--- src/rtl/mac_accum_8x16.sv ---
// Block accumulator: sums a programmable number of unsigned products from the
// upstream multiplier and presents a saturating result with a valid/ready handshake.
module mac_accum_8x16 #(
  parameter int PW = 8,
  parameter int AW = 16,
  parameter int CW = 4
) (
  input  logic          clk,
  input  logic          reset,
  input  logic          start,
  input  logic [CW-1:0] len,
  input  logic [PW-1:0] prod_in,
  input  logic          prod_valid,
  output logic          prod_ready,
  output logic [AW-1:0] sum_out,
  output logic          sum_valid,
  input  logic          sum_ready,
  output logic          busy,
  output logic          ovf
);

  typedef enum logic [1:0] {
    IDLE  = 2'd0,
    ACCUM = 2'd1,
    HOLD  = 2'd2
  } state_t;

  state_t        state, state_nxt;
  logic [AW-1:0] acc, acc_nxt;
  logic [CW:0]   remain, remain_nxt;
  logic [AW-1:0] sum_nxt;
  logic          sum_valid_nxt;
  logic          ovf_nxt;

  logic          xfer;
  logic [AW:0]   add_wide;
  logic          sat;
  logic [AW-1:0] acc_add;
  logic [CW:0]   len_load;

  assign prod_ready = (state == ACCUM);
  assign busy       = (state != IDLE);
  assign xfer       = prod_valid && prod_ready;

  // One extra bit catches the carry that signals saturation.
  assign add_wide = {1'b0, acc} + (AW+1)'(prod_in);
  assign sat      = add_wide[AW];
  assign acc_add  = sat ? {AW{1'b1}} : add_wide[AW-1:0];

  // A zero length field encodes the maximum block of 2^CW products.
  assign len_load = (len == '0) ? {1'b1, {CW{1'b0}}} : {1'b0, len};

  // NOTE: every target gets a default first so no path leaves it unassigned,
  // which would otherwise infer a latch.
  always_comb begin
    state_nxt     = state;
    acc_nxt       = acc;
    remain_nxt    = remain;
    sum_nxt       = sum_out;
    sum_valid_nxt = sum_valid;
    ovf_nxt       = ovf;

    unique case (state)
      IDLE: begin
        if (start) begin
          acc_nxt    = '0;
          ovf_nxt    = 1'b0;
          remain_nxt = len_load;
          state_nxt  = ACCUM;
        end
      end

      ACCUM: begin
        if (xfer) begin
          acc_nxt    = acc_add;
          ovf_nxt    = ovf | sat;
          remain_nxt = remain - (CW+1)'(1);
          if (remain == (CW+1)'(1)) begin
            sum_nxt       = acc_add;
            sum_valid_nxt = 1'b1;
            state_nxt     = HOLD;
          end
        end
      end

      HOLD: begin
        if (sum_ready) begin
          sum_valid_nxt = 1'b0;
          // Consuming the result and starting the next block can share a cycle.
          if (start) begin
            acc_nxt    = '0;
            ovf_nxt    = 1'b0;
            remain_nxt = len_load;
            state_nxt  = ACCUM;
          end else begin
            state_nxt = IDLE;
          end
        end
      end

      default: state_nxt = IDLE;
    endcase
  end

  // NOTE: state is updated with non-blocking assignments so every register
  // samples the pre-edge values, independent of statement order.
  always_ff @(posedge clk) begin
    if (!reset) begin
      state     <= IDLE;
      acc       <= '0;
      remain    <= '0;
      sum_out   <= '0;
      sum_valid <= 1'b0;
      ovf       <= 1'b0;
    end else begin
      state     <= state_nxt;
      acc       <= acc_nxt;
      remain    <= remain_nxt;
      sum_out   <= sum_nxt;
      sum_valid <= sum_valid_nxt;
      ovf       <= ovf_nxt;
    end
  end

endmodule

--- config.mk ---
export PLATFORM = sky130hd
export DESIGN_NAME = mac_accum_8x16
export DESIGN_NICKNAME = d
export VERILOG_FILES = /design/src/rtl/mac_accum_8x16.sv
export SDC_FILE = /design/constraint.sdc
export NUM_CORES = 1
export LEC_CHECK = 0
export ABC_AREA = 0
export BUFFER_PORTS_ARGS = -buffer_cell sky130_fd_sc_hd__buf_2
export CAP_MARGIN = 30
export CORE_MARGIN = 1
export CORE_UTILIZATION = 35
export DETAILED_ROUTE_END_ITERATION = 6
export HOLD_SLACK_MARGIN = 0.05
export SYNTH_ARGS = -nofsm -noshare
export SYNTH_HDL_FRONTEND = slang
export SYNTH_SLANG_ARGS = --single-unit
--- constraint.sdc ---
create_clock -name clk -period 3.27 [get_ports clk]
set_clock_uncertainty 0.2 [all_clocks]
set_input_delay 0.4905 -clock clk [delete_from_list [all_inputs] [get_ports clk]]
set_output_delay 0.4905 -clock clk [all_outputs]
set_load 0.05 [all_outputs]
# Word level (Yosys, flattened, before mapping)
# Index checks and enable logic that the tools add are counted.
# W data, S select, Z words.
[word_totals] elab_cells=50 reg_bits=41 output_inout_bits=20 input_bits=17
[classes] bitwise=1 n_eq_ne=7 reduce_logical=10 n_mux=24 n_addsub=2
[op_table] operator="$mux W16" n=4
[op_table] operator="$pmux W16 S3" n=1
[op_table] operator="$mux W5" n=4
[op_table] operator="$add A16 B8 Y17" n=1
[op_table] operator="$pmux W5 S3" n=1
[op_table] operator="$mux W2" n=4
[op_table] operator="$reduce_and A4 Y1" n=2
[op_table] operator="$mux W1" n=7
[op_table] operator="$pmux W2 S3" n=1
[op_table] operator="$reduce_and A3 Y1" n=2
[op_table] operator="$eq A5 B1 Y1 const B" n=1
[op_table] operator="$sub A5 B1 Y5 const B" n=1
[op_table] operator="$logic_not A4 Y1" n=1
[op_table] operator="$ne A2 B1 Y1 const B" n=2
[op_table] operator="$ne A2 B2 Y1 const B" n=2
[op_table] operator="$reduce_bool A2 Y1" n=2
[op_table] operator="$pmux W1 S3" n=1
[op_table] operator="$reduce_bool A3 Y1" n=1
[op_table] operator="$eq A2 B1 Y1 const B" n=1
[op_table] operator="$eq A2 B2 Y1 const B" n=1
[op_table] operator="$logic_not A2 Y1" n=1
[op_table] operator="$pmux W1 S2" n=1
[op_table] operator="$logic_and A1 B1 Y1" n=1
[op_table] operator="$or A1 B1 Y1" n=1

# Logic depth before layout (Yosys ltp)
# Gate-level depths: netlist of run 1.
[logic_depth] depth_word=5 mapped_depth=9 depth_no_buf=8

# Least setup slack after synthesis of run 1
# OpenSTA, ideal clock, no wires.
[synth_timing] kind="input port to flip-flop" from="in prod_in[0]" to="reg sum_out[15]" path_buffers=0 path_stages=8 arrival_time_ps=2250 setup_ps=130 path_slack_ps=689 cell_sequence="ha_1 -> fa_1 -> a21o_1 -> a221oi_4 -> o21bai_4 -> and2_4 -> o311ai_1 -> o22ai_1"
[synth_between] elab_chain_len=2
[synth_rtl] item="start, declared" line_no="12" text="input logic [PW-1:0] prod_in,"
[synth_rtl] item="$add A16 B8 Y17" line_no="46" text="assign add_wide = {1'b0, acc} + (AW+1)'(prod_in);"
[synth_rtl] item="$mux W16" line_no="48" text="assign acc_add = sat ? {AW{1'b1}} : add_wide[AW-1:0];"
[synth_rtl] item="end signal, assigned" line_no="119" text="sum_out <= sum_nxt;"
[synth_rtl] item="end, declared" line_no="15" text="output logic [AW-1:0] sum_out,"
# Every way passes these cells.
# A chain may end at the register's enable or synchronous reset.

# Worst setup path after layout of run 1
[layout_timing] from="reg acc[0]" to="reg acc[2]"
[layout_between] elab_chain_len=4
[layout_rtl] item="start, declared" line_no="29" text="logic [AW-1:0] acc, acc_nxt;"
[layout_rtl] item="start signal, assigned" line_no="117" text="acc <= acc_nxt;"
[layout_rtl] item="$add A16 B8 Y17" line_no="46"
[layout_rtl] item="$mux W16" line_no="48"
[layout_rtl] item="$mux W16" line_no="74" text="if (xfer) begin"
[layout_rtl] item="$pmux W16 S3" line_no="63" text="unique case (state)"
# Every way passes these cells. The select of a mux whose other input is x is not followed.

==> impl_results.rst, run 1 <==
.. list-table::
   :header-rows: 1

   * - Metric
     - Value
   * - Outcome
     - finished clean
   * - Commonest cells after routing, fill and taps aside
     - sky130_fd_sc_hd__dfxtp_1, sky130_fd_sc_hd__buf_2, sky130_fd_sc_hd__a21oi_1
   * - Number of standard-cell rows in the floorplan
     - 28
   * - Via count normalized by instance count
     - 5.416
   * - H-tree Lvls
     - 2
   * - Worst hold path class
     - in -> reg
   * - Maximum clock frequency
     - approximately 380 MHz
   * - Areal power density over the cells
     - 424.8 nW/um^2
   * - Maximum number of pins on one net before global-route repair
     - 32
   * - Number of distinct library cells after synthesis
     - 51
   * - Rel. slew slack
     - around three fifths
   * - Antenna viol nets, final
     - 0
   * - Portion of the post-synthesis area used by sequential elements
     - 36.59%
   * - Most frequent standard cell in the layout excluding fill and tap cells
     - sky130_fd_sc_hd__dfxtp_1
   * - Insertion delay to the later sink of the worst-skew pair
     - 0.29 ns
   * - Total routing usage reported by global routing
     - 16.70%
   * - Final cycle utilization of the critical path
     - 79.93%
   * - Final Wtd Congestion
     - 0.8416
   * - Syn_nets
     - roughly 300
   * - Post-synth EDFFs
     - 0
   * - TritonRoute pass-1 iters
     - 4
   * - Detailed Route Iter0 Violations
     - slightly below 100
   * - Fraction of final layout cells sized beyond drive strength 1
     - 21.00%
   * - Smallest hold slack
     - ~0.23 ns
   * - Netlist area before placement
     - roughly 2200 sq um
   * - Critical path data required time
     - approximately 3.3 ns
   * - Count of boundary I/O pins
     - 37
   * - Hpwl dp
     - ~3700 um
   * - Die width
     - around 82 um
   * - Nets
     - between 300 and 400
   * - Synthesized area per cell
     - about 8.4 sq um
   * - Die area
     - just under 7000 sq um
   * - Proportion of synthesized flip-flops having asynchronous set or reset
     - 0%
   * - Overall power consumption
     - approximately 0.0011 W
   * - CP max FO
     - 20
   * - CP arrival
     - ~2.6 ns
   * - Number of warnings printed during yosys synthesis
     - 0
   * - Core Area
     - approximately 6100 sq um
   * - Effective utilization at floorplan
     - a little under two fifths
   * - Drt total wl
     - ~5100 um
   * - Launching element type of the critical path
     - register
   * - Number of antenna repair diodes
     - 0
   * - First-pass GRT wire length
     - around 8700 um
   * - Average detailed-routed wire length per instance
     - 13.60 um
   * - Overflow left after global routing
     - 0
   * - Max Buffers Root-to-Sink
     - 2
   * - Clock share of power
     - 33.6%
   * - Share of total power in combinational logic
     - 18.3%
   * - Setup repair after global routing missed its margin
     - false
   * - NetSw
     - around 0.00031 W
   * - Via Count
     - around 2000
   * - Internal cell power
     - 0.0007832 W
   * - Min Tclk post-route
     - around 2.6 ns
   * - Final Setup Violations
     - 0
   * - Number of register bits inferred by synthesis
     - 41
   * - Gate count of the mapped netlist
     - ~270
   * - CTS clk-pin slew, worst paths
     - ~0.08 ns
   * - Final Hold Violating Endpoints
     - 0
   * - I/O Buffers
     - 36
   * - Clock net sink count
     - about 40
   * - Die outline height
     - 82.06 um
   * - Sequential share of power
     - 48.1%
   * - CTS tree
     - yes
   * - Net switching share of the total power
     - about 29%
   * - Buffers inserted by post-CTS timing repair
     - 0
   * - Post-cts gate resize count
     - 0
   * - Buffer cell driving the clock tree root
     - sky130_fd_sc_hd__clkbuf_8
   * - Worst slew pin tran
     - ~0.63 ns
   * - CTS Buf Count
     - 5
   * - Hold bufs inserted after CTS
     - 0
   * - Initial antenna violation count
     - 0
   * - Number of slew-limit violations in the final report
     - 0
   * - Number of max-capacitance violations reported
     - 0
   * - Area growth syn-to-layout
     - 15.23%
   * - Final TNS setup
     - 0 ns
   * - Lkg Pwr
     - approximately 1.1 nW
   * - Critical Path Sink Type
     - register
   * - Kind of critical path
     - reg -> reg
   * - Max VDD drop
     - roughly 0.00018 V
   * - Number of global-route vias before repair
     - ~1800
   * - Ys flop type
     - sky130_fd_sc_hd__dfxtp_1
   * - Remaining DRCs
     - 0
## power groups by stage
stage          clock, W  combinational (W)  sequential [W]
6_report       0.000369           0.000201        0.000528
5_1_grt        0.000404           0.000229        0.000531
4_1_cts        0.000380           0.000202        0.000529
3_5_place_dp          0           0.000202        0.000540
3_3_place_gp          0           0.000201        0.000540
2_1_floorplan         0           0.000141        0.000550
## routing by layer
layer / up-vias / wire length (um) / GRT usage (%)
li1: 1050 / - / -
met1: 926 / 2536 / 22.68
met2: 48 / 2278 / 26.86
met3: 7 / 220 / 2.778
met4: 0 / 65 / 4.912
met5: - / 0 / 0
## cells in the mapped netlist, types with 2 or more instances
| library cell | number | area [sq um] |
|---|---|---|
| sky130_fd_sc_hd__ha_1 | 10 | 125.1 |
| sky130_fd_sc_hd__a211oi_1 | 2 | 15.01 |
| sky130_fd_sc_hd__or2_2 | 2 | 12.51 |
| sky130_fd_sc_hd__o21ai_0 | 23 | 115.1 |
| sky130_fd_sc_hd__a31o_2 | 2 | 17.52 |
| sky130_fd_sc_hd__xnor2_1 | 5 | 43.79 |
| sky130_fd_sc_hd__xor2_1 | 4 | 35.03 |
| sky130_fd_sc_hd__mux2i_1 | 2 | 20.02 |
| sky130_fd_sc_hd__nor3_1 | 7 | 35.03 |
| sky130_fd_sc_hd__o22ai_1 | 4 | 25.02 |
| sky130_fd_sc_hd__nor2_1 | 19 | 71.32 |
| sky130_fd_sc_hd__dfxtp_1 | 41 | 820.8 |
| sky130_fd_sc_hd__a22oi_1 | 2 | 15.01 |
| sky130_fd_sc_hd__a31oi_1 | 13 | 81.33 |
| sky130_fd_sc_hd__o21a_1 | 2 | 15.01 |
| sky130_fd_sc_hd__clkbuf_1 | 12 | 45.04 |
| sky130_fd_sc_hd__a311oi_1 | 6 | 52.55 |
| sky130_fd_sc_hd__nor2b_1 | 2 | 12.51 |
| sky130_fd_sc_hd__nand4_1 | 2 | 12.51 |
| sky130_fd_sc_hd__nand2_1 | 16 | 60.06 |
| sky130_fd_sc_hd__o211ai_1 | 2 | 15.01 |
| sky130_fd_sc_hd__a21o_1 | 5 | 37.54 |
| sky130_fd_sc_hd__nor3b_1 | 2 | 15.01 |
| sky130_fd_sc_hd__inv_1 | 9 | 33.78 |
| sky130_fd_sc_hd__and2_1 | 3 | 18.77 |
| sky130_fd_sc_hd__buf_2 | 3 | 15.01 |
| sky130_fd_sc_hd__o21ai_1 | 2 | 10.01 |
| sky130_fd_sc_hd__o2bb2ai_1 | 2 | 17.52 |
| sky130_fd_sc_hd__inv_2 | 2 | 7.510 |
| sky130_fd_sc_hd__buf_4 | 2 | 15.01 |
| sky130_fd_sc_hd__and3_1 | 5 | 31.28 |
| sky130_fd_sc_hd__and4_1 | 2 | 17.52 |
| sky130_fd_sc_hd__nand3_1 | 10 | 50.05 |
| sky130_fd_sc_hd__a21oi_1 | 26 | 130.1 |
## area by class of cell
| cell class | count | area (sq um) |
|---|---|---|
| Fill cell | 649 | 3476 |
| Multi-Input combinational cell | 199 | 1306 |
| Sequential cell | 41 | 820.8 |
| Timing Repair Buffer | 41 | 217.7 |
| Clock buffer | 7 | 96.34 |
| Tap cell | 75 | 93.84 |
| Inverter | 11 | 41.29 |
| Clock inverter | 1 | 8.758 |
## state kept, by name, indices dropped and copies added, names as in the netlist
signal	cells
ovf	1
remain	5
sum_out	16
sum_valid	1
acc	16
state	2
## final timing paths
path                                 start                  endpoint  slack, ns  cells after the start
setup / recovery       acc[0]$_SDFFE_PN0P_       acc[2]$_SDFFE_PN0P_       0.66                      9
hold / removal                   sum_ready    sum_valid$_SDFFE_PN0P_       0.23                      2
setup reg to reg       acc[0]$_SDFFE_PN0P_       acc[2]$_SDFFE_PN0P_       0.66                      9
hold reg to reg   sum_out[14]$_SDFFE_PN0P_  sum_out[14]$_SDFFE_PN0P_       0.28                      2
## through the flow
step / setup WS (ns) / std cells / util, % / instance area [sq um]
6_report: 0.6563 / 375 / 42.65 / 2585
4_1_cts: 0.6510 / 375 / 42.65 / 2585
3_5_place_dp: 0.3704 / 367 / 40.92 / 2480
3_3_place_gp: 0.3970 / 367 / 40.92 / 2480
5_1_grt: 0.4604 / 375 / 42.65 / 2585
2_1_floorplan: 0.6895 / 268 / - / 2243
## cells by family (layout without fill, tap and decap cells)
logic type | after synthesis | after routing | share of synthesized area (%)
AND/OR/NAND/NOR | 77 | 77 | 17.96
multiplexers | 2 | 2 | 0.8924
flip-flops | 41 | 41 | 36.59
XOR/XNOR | 9 | 9 | 3.513
AO/OA/AOI/OAI | 100 | 100 | 29.39
adder cells (fa/ha/maj) | 11 | 11 | 6.470
buffers and inverters | 28 | 60 | 5.186
## worst max-delay path, cell delays in order, from the launching register on
cell,delay (ns)
sky130_fd_sc_hd__dfxtp_1,0.33
sky130_fd_sc_hd__ha_1,0.20
sky130_fd_sc_hd__fa_1,0.40
sky130_fd_sc_hd__a21o_1,0.24
sky130_fd_sc_hd__a221oi_4,0.33
sky130_fd_sc_hd__o21bai_4,0.14
sky130_fd_sc_hd__nand3_1,0.12
sky130_fd_sc_hd__buf_4,0.25
sky130_fd_sc_hd__a21oi_1,0.10
sky130_fd_sc_hd__a31o_2,0.21
(Power assumes the default switching activity.)
==> run 2, diff against run 1 <==
clock period = 2.7 ns   (was 3.27 ns; I/O delays follow)
==> impl_results.rst, run 2 (synthesized netlist as in run 1, its figures left out) <==
.. list-table::
   :header-rows: 1

   * - Metric
     - Value
   * - Areal power density over the cells
     - 524.7 nW/um^2 (+24%)
   * - Largest incremental delay on the critical path
     - 0.40 ns (about the same)
   * - Maximum clock frequency
     - 402.9 MHz (+5.3%)
   * - Worst slew pin tran
     - 0.4526 ns (-0.1746 ns)
   * - Clock share of power
     - 35.8% (+2.2 points)
   * - Buffers inserted by post-CTS timing repair
     - 0 (unchanged)
   * - Overflow left after global routing
     - 0 (unchanged)
   * - Die outline height
     - 82.06 um (unchanged)
   * - Rel. slew slack
     - 69.83% (+12 points)
   * - Critical path data required time
     - 2.71 ns (-0.56 ns)
   * - Number of antenna repair diodes
     - 0 (unchanged)
   * - Final Wtd Congestion
     - 0.8881 (+5.5%)
   * - Final Hold Violating Endpoints
     - 0 (unchanged)
   * - CTS clk-pin slew, worst paths
     - 0.09 ns (about the same)
   * - Setup slack after placement
     - 0.009854 ns (-0.3606 ns)
   * - Count of boundary I/O pins
     - 37 (unchanged)
   * - Overall power consumption
     - 0.001398 W (+27%)
   * - Sequential share of power
     - 45.8% (-2.3 points)
   * - Min Tclk post-route
     - 2.482 ns (-0.1318 ns)
   * - Max Buffers Root-to-Sink
     - 2 (unchanged)
   * - Final cycle utilization of the critical path
     - 91.92% (+12 points)
   * - Launching element type of the critical path
     - register
   * - Smallest hold slack
     - 0.1488 ns (-0.08310 ns)
   * - Hold bufs inserted after CTS
     - 0 (unchanged)
   * - Largest registers
     - acc: 16 flops, sum_out: 16 flops, remain: 5 flops
   * - Commonest cells after routing, fill and taps aside
     - sky130_fd_sc_hd__dfxtp_1, sky130_fd_sc_hd__buf_2, sky130_fd_sc_hd__a21oi_1
   * - Die area
     - 6734 sq um (unchanged)
   * - Final cell count without fillers
     - 383 (+2.1%)
   * - CP max FO
     - 12 (-40%)
   * - Area growth syn-to-layout
     - 18.80%
   * - Via Count
     - 2065 (+1.7%)
   * - Clock net sink count
     - 41 (unchanged)
   * - Average detailed-routed wire length per instance
     - 13.99 um (+2.9%)
   * - Fraction of final layout cells sized beyond drive strength 1
     - 23.05% (+2.1 points)
   * - Count of buffering cells on the critical path with inverters included
     - 1 (unchanged)
   * - I/O Buffers
     - 36 (unchanged)
   * - Buffer cell driving the clock tree root
     - sky130_fd_sc_hd__clkbuf_8
   * - Die width
     - 82.06 um (unchanged)
   * - Remaining DRCs
     - 0 (unchanged)
   * - Series of cell instances along the critical path
     - ha_1, fa_1, a21o_1, a221oi_4, o21bai_4, nand3_1, buf_12, a21oi_1, a31o_2
   * - Antenna viol nets, final
     - 0 (unchanged)
   * - Worst hold path class
     - in -> reg
   * - NetSw
     - 0.0003999 W (+27%)
   * - Outcome
     - finished clean
   * - Family with the most delay on the worst path
     - compound AO/OA/AOI/OAI gates
   * - Insertion delay to the later sink of the worst-skew pair
     - 0.30 ns (about the same)
   * - Number of slew-limit violations in the final report
     - 0 (unchanged)
   * - Setup repair after global routing missed its margin
     - false
   * - Drt total wl
     - 5358 um (+5.1%)
   * - Detailed Route Iter0 Violations
     - 65 (-33%)
   * - First-pass GRT wire length
     - 8797 um (+1.1%)
   * - Lkg Pwr
     - 1.134 nW (+4.6%)
   * - Max VDD drop
     - 0.0003162 V (+72%)
   * - Number of global-route vias before repair
     - 1913 (+4.8%)
   * - CP arrival
     - 2.49 ns (-0.12 ns)
   * - Critical Path Sink Type
     - register
   * - Nets
     - 335 (+2.4%)
   * - Final Setup Violations
     - 0 (unchanged)
   * - Net switching share of the total power
     - 28.60% (-0.080 points)
   * - TritonRoute pass-1 iters
     - 4 (unchanged)
   * - Post-cts gate resize count
     - 0 (unchanged)
   * - Initial antenna violation count
     - 0 (unchanged)
   * - Setup ws final
     - 0.2182 ns (-0.4382 ns)
   * - H-tree Lvls
     - 2 (unchanged)
   * - Number of standard-cell rows in the floorplan
     - 28 (unchanged)
   * - Hpwl dp
     - 4033 um (+8.6%)
   * - CTS tree
     - yes
   * - Internal cell power
     - 0.0009985 W (+27%)
   * - Maximum number of pins on one net before global-route repair
     - 22 (-31%)
   * - Most frequent standard cell in the layout excluding fill and tap cells
     - sky130_fd_sc_hd__dfxtp_1
   * - Effective utilization at floorplan
     - 37.01% (unchanged)
   * - Final TNS setup
     - 0 ns (unchanged)
   * - Number of max-capacitance violations reported
     - 0 (unchanged)
   * - Placed cell count
     - 375 (+2.2%)
   * - Via count normalized by instance count
     - 5.392 (-0.45%)
   * - Critical path's slowest cell
     - sky130_fd_sc_hd__fa_1
   * - Filler Cell Count
     - 655 (+0.92%)
   * - Total routing usage reported by global routing
     - 17.28% (+0.58 points)
   * - CTS Buf Count
     - 5 (unchanged)
   * - Share of total power in combinational logic
     - 18.4% (about the same)
   * - Core Area
     - 6061 sq um (unchanged)
   * - Kind of critical path
     - reg -> reg
-- run 2: cell types whose count changed in the layout (fill, tap and decap cells not counted), sizes merged --
| cell | before | now |
|---|---|---|
| buf | 41 | 49 |
| clkbuf | 7 | 5 |
| bufinv | 0 | 1 |
| clkinv | 0 | 1 |
-- run 2: power groups by stage --
stage	Clock, W	Sequential (W)	Combinational, W
floorplan	0	0.000666	0.000170
global route	0.000536	0.000644	0.000288
finish	0.000501	0.000640	0.000258
global placement	0	0.000654	0.000255
CTS	0.000510	0.000640	0.000260
detailed placement	0	0.000654	0.000258
-- run 2: per-stage QoR --
step	instance area (sq um)	util, %
floorplan	2243	-
global placement	2552	42.11
detailed placement	2552	42.11
CTS	2665	43.97
global route	2665	43.97
finish	2665	43.97
-- run 2: path summary, 6_finish.rpt --
check        cells after the start                       end  slack, ns                startpoint
max                              9       acc[2]$_SDFFE_PN0P_       0.22       acc[0]$_SDFFE_PN0P_
min                              2    sum_valid$_SDFFE_PN0P_       0.15                 sum_ready
max reg2reg                      9       acc[2]$_SDFFE_PN0P_       0.22       acc[0]$_SDFFE_PN0P_
min reg2reg                      2  sum_out[14]$_SDFFE_PN0P_       0.27  sum_out[14]$_SDFFE_PN0P_
-- run 2: cell type report --
class | count | area, sq um | area share (%)
Inverter | 11 | 41.29 | 1.549
Tap cell | 75 | 93.84 | 3.521
Sequential cell | 41 | 820.8 | 30.80
Multi-Input combinational cell | 199 | 1306 | 49.01
Clock buffer | 5 | 68.82 | 2.582
Timing Repair Buffer | 49 | 290.3 | 10.89
Clock inverter | 3 | 43.79 | 1.643
-- run 2: metal layers --
metal  global-route usage [%]  vias up  wire length [um]
met5                        0        -                 0
met4                    7.544        0               108
met3                    3.889       12               238
met2                    27.60       42              2370
met1                    22.09      942              2640
li1                         -     1069                 -
==> run 3, diff against run 2 <==
CTS_CLUSTER_DIAMETER = 200   (was unset)
GPL_TIMING_DRIVEN = 0   (was unset)
REMOVE_ABC_BUFFERS = 1   (was unset)
==> impl_results.rst, run 3 (synthesized netlist as in run 1, its figures left out) <==
.. list-table::
   :header-rows: 1

   * - Metric
     - Value
   * - Outcome
     - finished clean
   * - Worst R2R Path Depth
     - 8 (-1)
   * - Maximum clock frequency
     - 383.7 MHz (-4.8%)
   * - Max Buffers Root-to-Sink
     - 2 (unchanged)
   * - Final cycle utilization of the critical path
     - 96.51% (+4.6 points)
   * - Number of antenna repair diodes
     - 0 (unchanged)
   * - Antenna viol nets, final
     - 0 (unchanged)
   * - Final Setup Violations
     - 0 (unchanged)
   * - Nets
     - 324 (-3.3%)
   * - Number of standard-cell rows in the floorplan
     - 28 (unchanged)
   * - CTS tree
     - yes
   * - Insertion delay to the later sink of the worst-skew pair
     - 0.29 ns (about the same)
   * - Most frequent standard cell in the layout excluding fill and tap cells
     - sky130_fd_sc_hd__dfxtp_1
   * - Effective utilization at floorplan
     - 37.01% (unchanged)
   * - Placed cell areas
     - 2457 sq um (-3.7%)
   * - Area growth syn-to-layout
     - 15.17%
   * - CTS clk-pin slew, worst paths
     - 0.08 ns (about the same)
   * - Largest incremental delay on the critical path
     - 0.41 ns (about the same)
   * - Buffer cell driving the clock tree root
     - sky130_fd_sc_hd__clkbuf_8
   * - Initial antenna violation count
     - 0 (unchanged)
   * - Smallest hold slack
     - 0.1435 ns (-0.005291 ns)
   * - Die width
     - 82.06 um (unchanged)
   * - Detailed Route Iter0 Violations
     - 119 (+83%)
   * - Family with the most delay on the worst path
     - compound AO/OA/AOI/OAI gates
   * - Setup slack after placement
     - -0.5187 ns (-0.5286 ns)
   * - Maximum number of pins on one net before global-route repair
     - 33 (+50%)
   * - Final Hold Violating Endpoints
     - 0 (unchanged)
   * - End point of the critical path
     - sum_out[15]$_SDFFE_PN0P_
   * - Critical path data required time
     - 2.68 ns (-0.03 ns)
   * - Launching element type of the critical path
     - register
   * - Commonest cells after routing, fill and taps aside
     - sky130_fd_sc_hd__dfxtp_1, sky130_fd_sc_hd__buf_2, sky130_fd_sc_hd__a21oi_1
   * - Drt total wl
     - 5531 um (+3.2%)
   * - H-tree Lvls
     - 2 (unchanged)
   * - CTS Buf Count
     - 5 (unchanged)
   * - Launching element of the worst setup path
     - acc[0]$_SDFFE_PN0P_
   * - Rel. slew slack
     - 53.54% (-16 points)
   * - Total routing usage reported by global routing
     - 17.90% (+0.62 points)
   * - TritonRoute pass-1 iters
     - 4 (unchanged)
   * - Number of max-capacitance violations reported
     - 0 (unchanged)
   * - Largest registers
     - acc: 16 flops, sum_out: 16 flops, remain: 5 flops
   * - Min Tclk post-route
     - 2.606 ns (+0.1240 ns)
   * - Hpwl dp
     - 3683 um (-8.7%)
   * - Beginning of the worst register-to-register path
     - acc[0]$_SDFFE_PN0P_
   * - Core Area
     - 6061 sq um (unchanged)
   * - Areal power density over the cells
     - 528.8 nW/um^2 (+0.77%)
   * - Lkg Pwr
     - 1.067 nW (-5.9%)
   * - Count of buffering cells on the critical path with inverters included
     - 0 (-1)
   * - Series of cell instances along the critical path
     - ha_1, fa_1, a21o_1, a221oi_4, o21bai_4, and2_4, o311ai_1, o22ai_1
   * - Slack of the worst reg-to-reg path
     - 0.09 ns (-0.12 ns)
   * - Final Wtd Congestion
     - 0.7788 (-12%)
   * - Max VDD drop
     - 0.0002216 V (-30%)
   * - Count of boundary I/O pins
     - 37 (unchanged)
   * - Final Cell Area
     - 2584 sq um (-3.1%)
   * - Via count normalized by instance count
     - 5.488 (+1.8%)
   * - CP max FO
     - 10 (-2)
   * - Setup ws final
     - 0.09412 ns (-0.1240 ns)
   * - Setup repair after global routing missed its margin
     - false
   * - First-pass GRT wire length
     - 9225 um (+4.9%)
   * - Average detailed-routed wire length per instance
     - 14.91 um (+6.6%)
   * - Number of global-route vias before repair
     - 1959 (+2.4%)
   * - Buffers inserted by post-CTS timing repair
     - 0 (unchanged)
   * - Die outline height
     - 82.06 um (unchanged)
   * - Worst hold path class
     - in -> reg
   * - Stages on the worst setup path
     - 8 (-1)
   * - Critical path's slowest cell
     - sky130_fd_sc_hd__fa_1
   * - Critical Path Sink Type
     - register
   * - Via Count
     - 2036 (-1.4%)
   * - Worst slew pin tran
     - 0.6968 ns (+0.2443 ns)
   * - I/O Buffers
     - 36 (unchanged)
   * - Die area
     - 6734 sq um (unchanged)
   * - Capture point of the worst reg-to-reg path
     - sum_out[15]$_SDFFE_PN0P_
   * - Fraction of final layout cells sized beyond drive strength 1
     - 20.27% (-2.8 points)
   * - Overall power consumption
     - 0.001366 W (-2.3%)
   * - Kind of critical path
     - reg -> reg
   * - Remaining DRCs
     - 0 (unchanged)
   * - Clock net sink count
     - 41 (unchanged)
   * - CP arrival
     - 2.58 ns (+0.09 ns)
   * - Overflow left after global routing
     - 0 (unchanged)
   * - Number of slew-limit violations in the final report
     - 0 (unchanged)
[run 3: layout make-up]
type	instances	area (sq um)
Fill cell	630	3477
Multi-Input combinational cell	200	1329
Sequential cell	41	820.8
Timing Repair Buffer	37	195.2
Tap cell	75	93.84
Clock buffer	5	68.82
Inverter	11	41.29
Clock inverter	2	35.03
[run 3: metal layers]
layer	GRT usage [%]	vias to the layer above	routed length, um
li1	-	1051	-
met1	23.49	941	2712
met2	29.50	38	2560
met3	4.111	6	223
met4	4.211	0	34
met5	0	-	0
[run 3: stage by stage]
step	util, %	setup TNS [ns]	std cells
floorplan	-	0	251
global placement	40.30	-8.580	362
detailed placement	40.54	-8.254	363
CTS	42.46	0	370
global route	42.63	0	371
finish	42.63	0	371
[run 3: timing repair]
item                       in CTS  in global routing
gates cloned                    0                  1
pin swaps                       0                  1
setup endpoints to repair      22                  1
hold endpoints to repair        0                  0
hold buffers                    0                  0
gates resized for setup         2                  0
[run 3: power by group]
part | switching (W) | internal [W] | total (W) | leakage [nW]
clock network | 0.000212 | 0.000269 | 0.000481 | 0.0540
logic | 0.000160 | 0.0000860 | 0.000246 | 0.680
registers | 0.0000151 | 0.000624 | 0.000639 | 0.332
[run 3: worst min-delay path by stage]
stage | end | startpoint | cells past startpoint | slack (ns)
floorplan | acc[5]$_SDFFE_PN0P_ | acc[5]$_SDFFE_PN0P_ | 2 | 0.25
global placement | sum_out[12]$_SDFFE_PN0P_ | sum_out[12]$_SDFFE_PN0P_ | 2 | 0.26
detailed placement | sum_out[12]$_SDFFE_PN0P_ | sum_out[12]$_SDFFE_PN0P_ | 2 | 0.26
CTS | sum_valid$_SDFFE_PN0P_ | sum_ready | 2 | 0.14
global route | sum_valid$_SDFFE_PN0P_ | sum_ready | 2 | 0.17
finish | sum_valid$_SDFFE_PN0P_ | sum_ready | 2 | 0.14
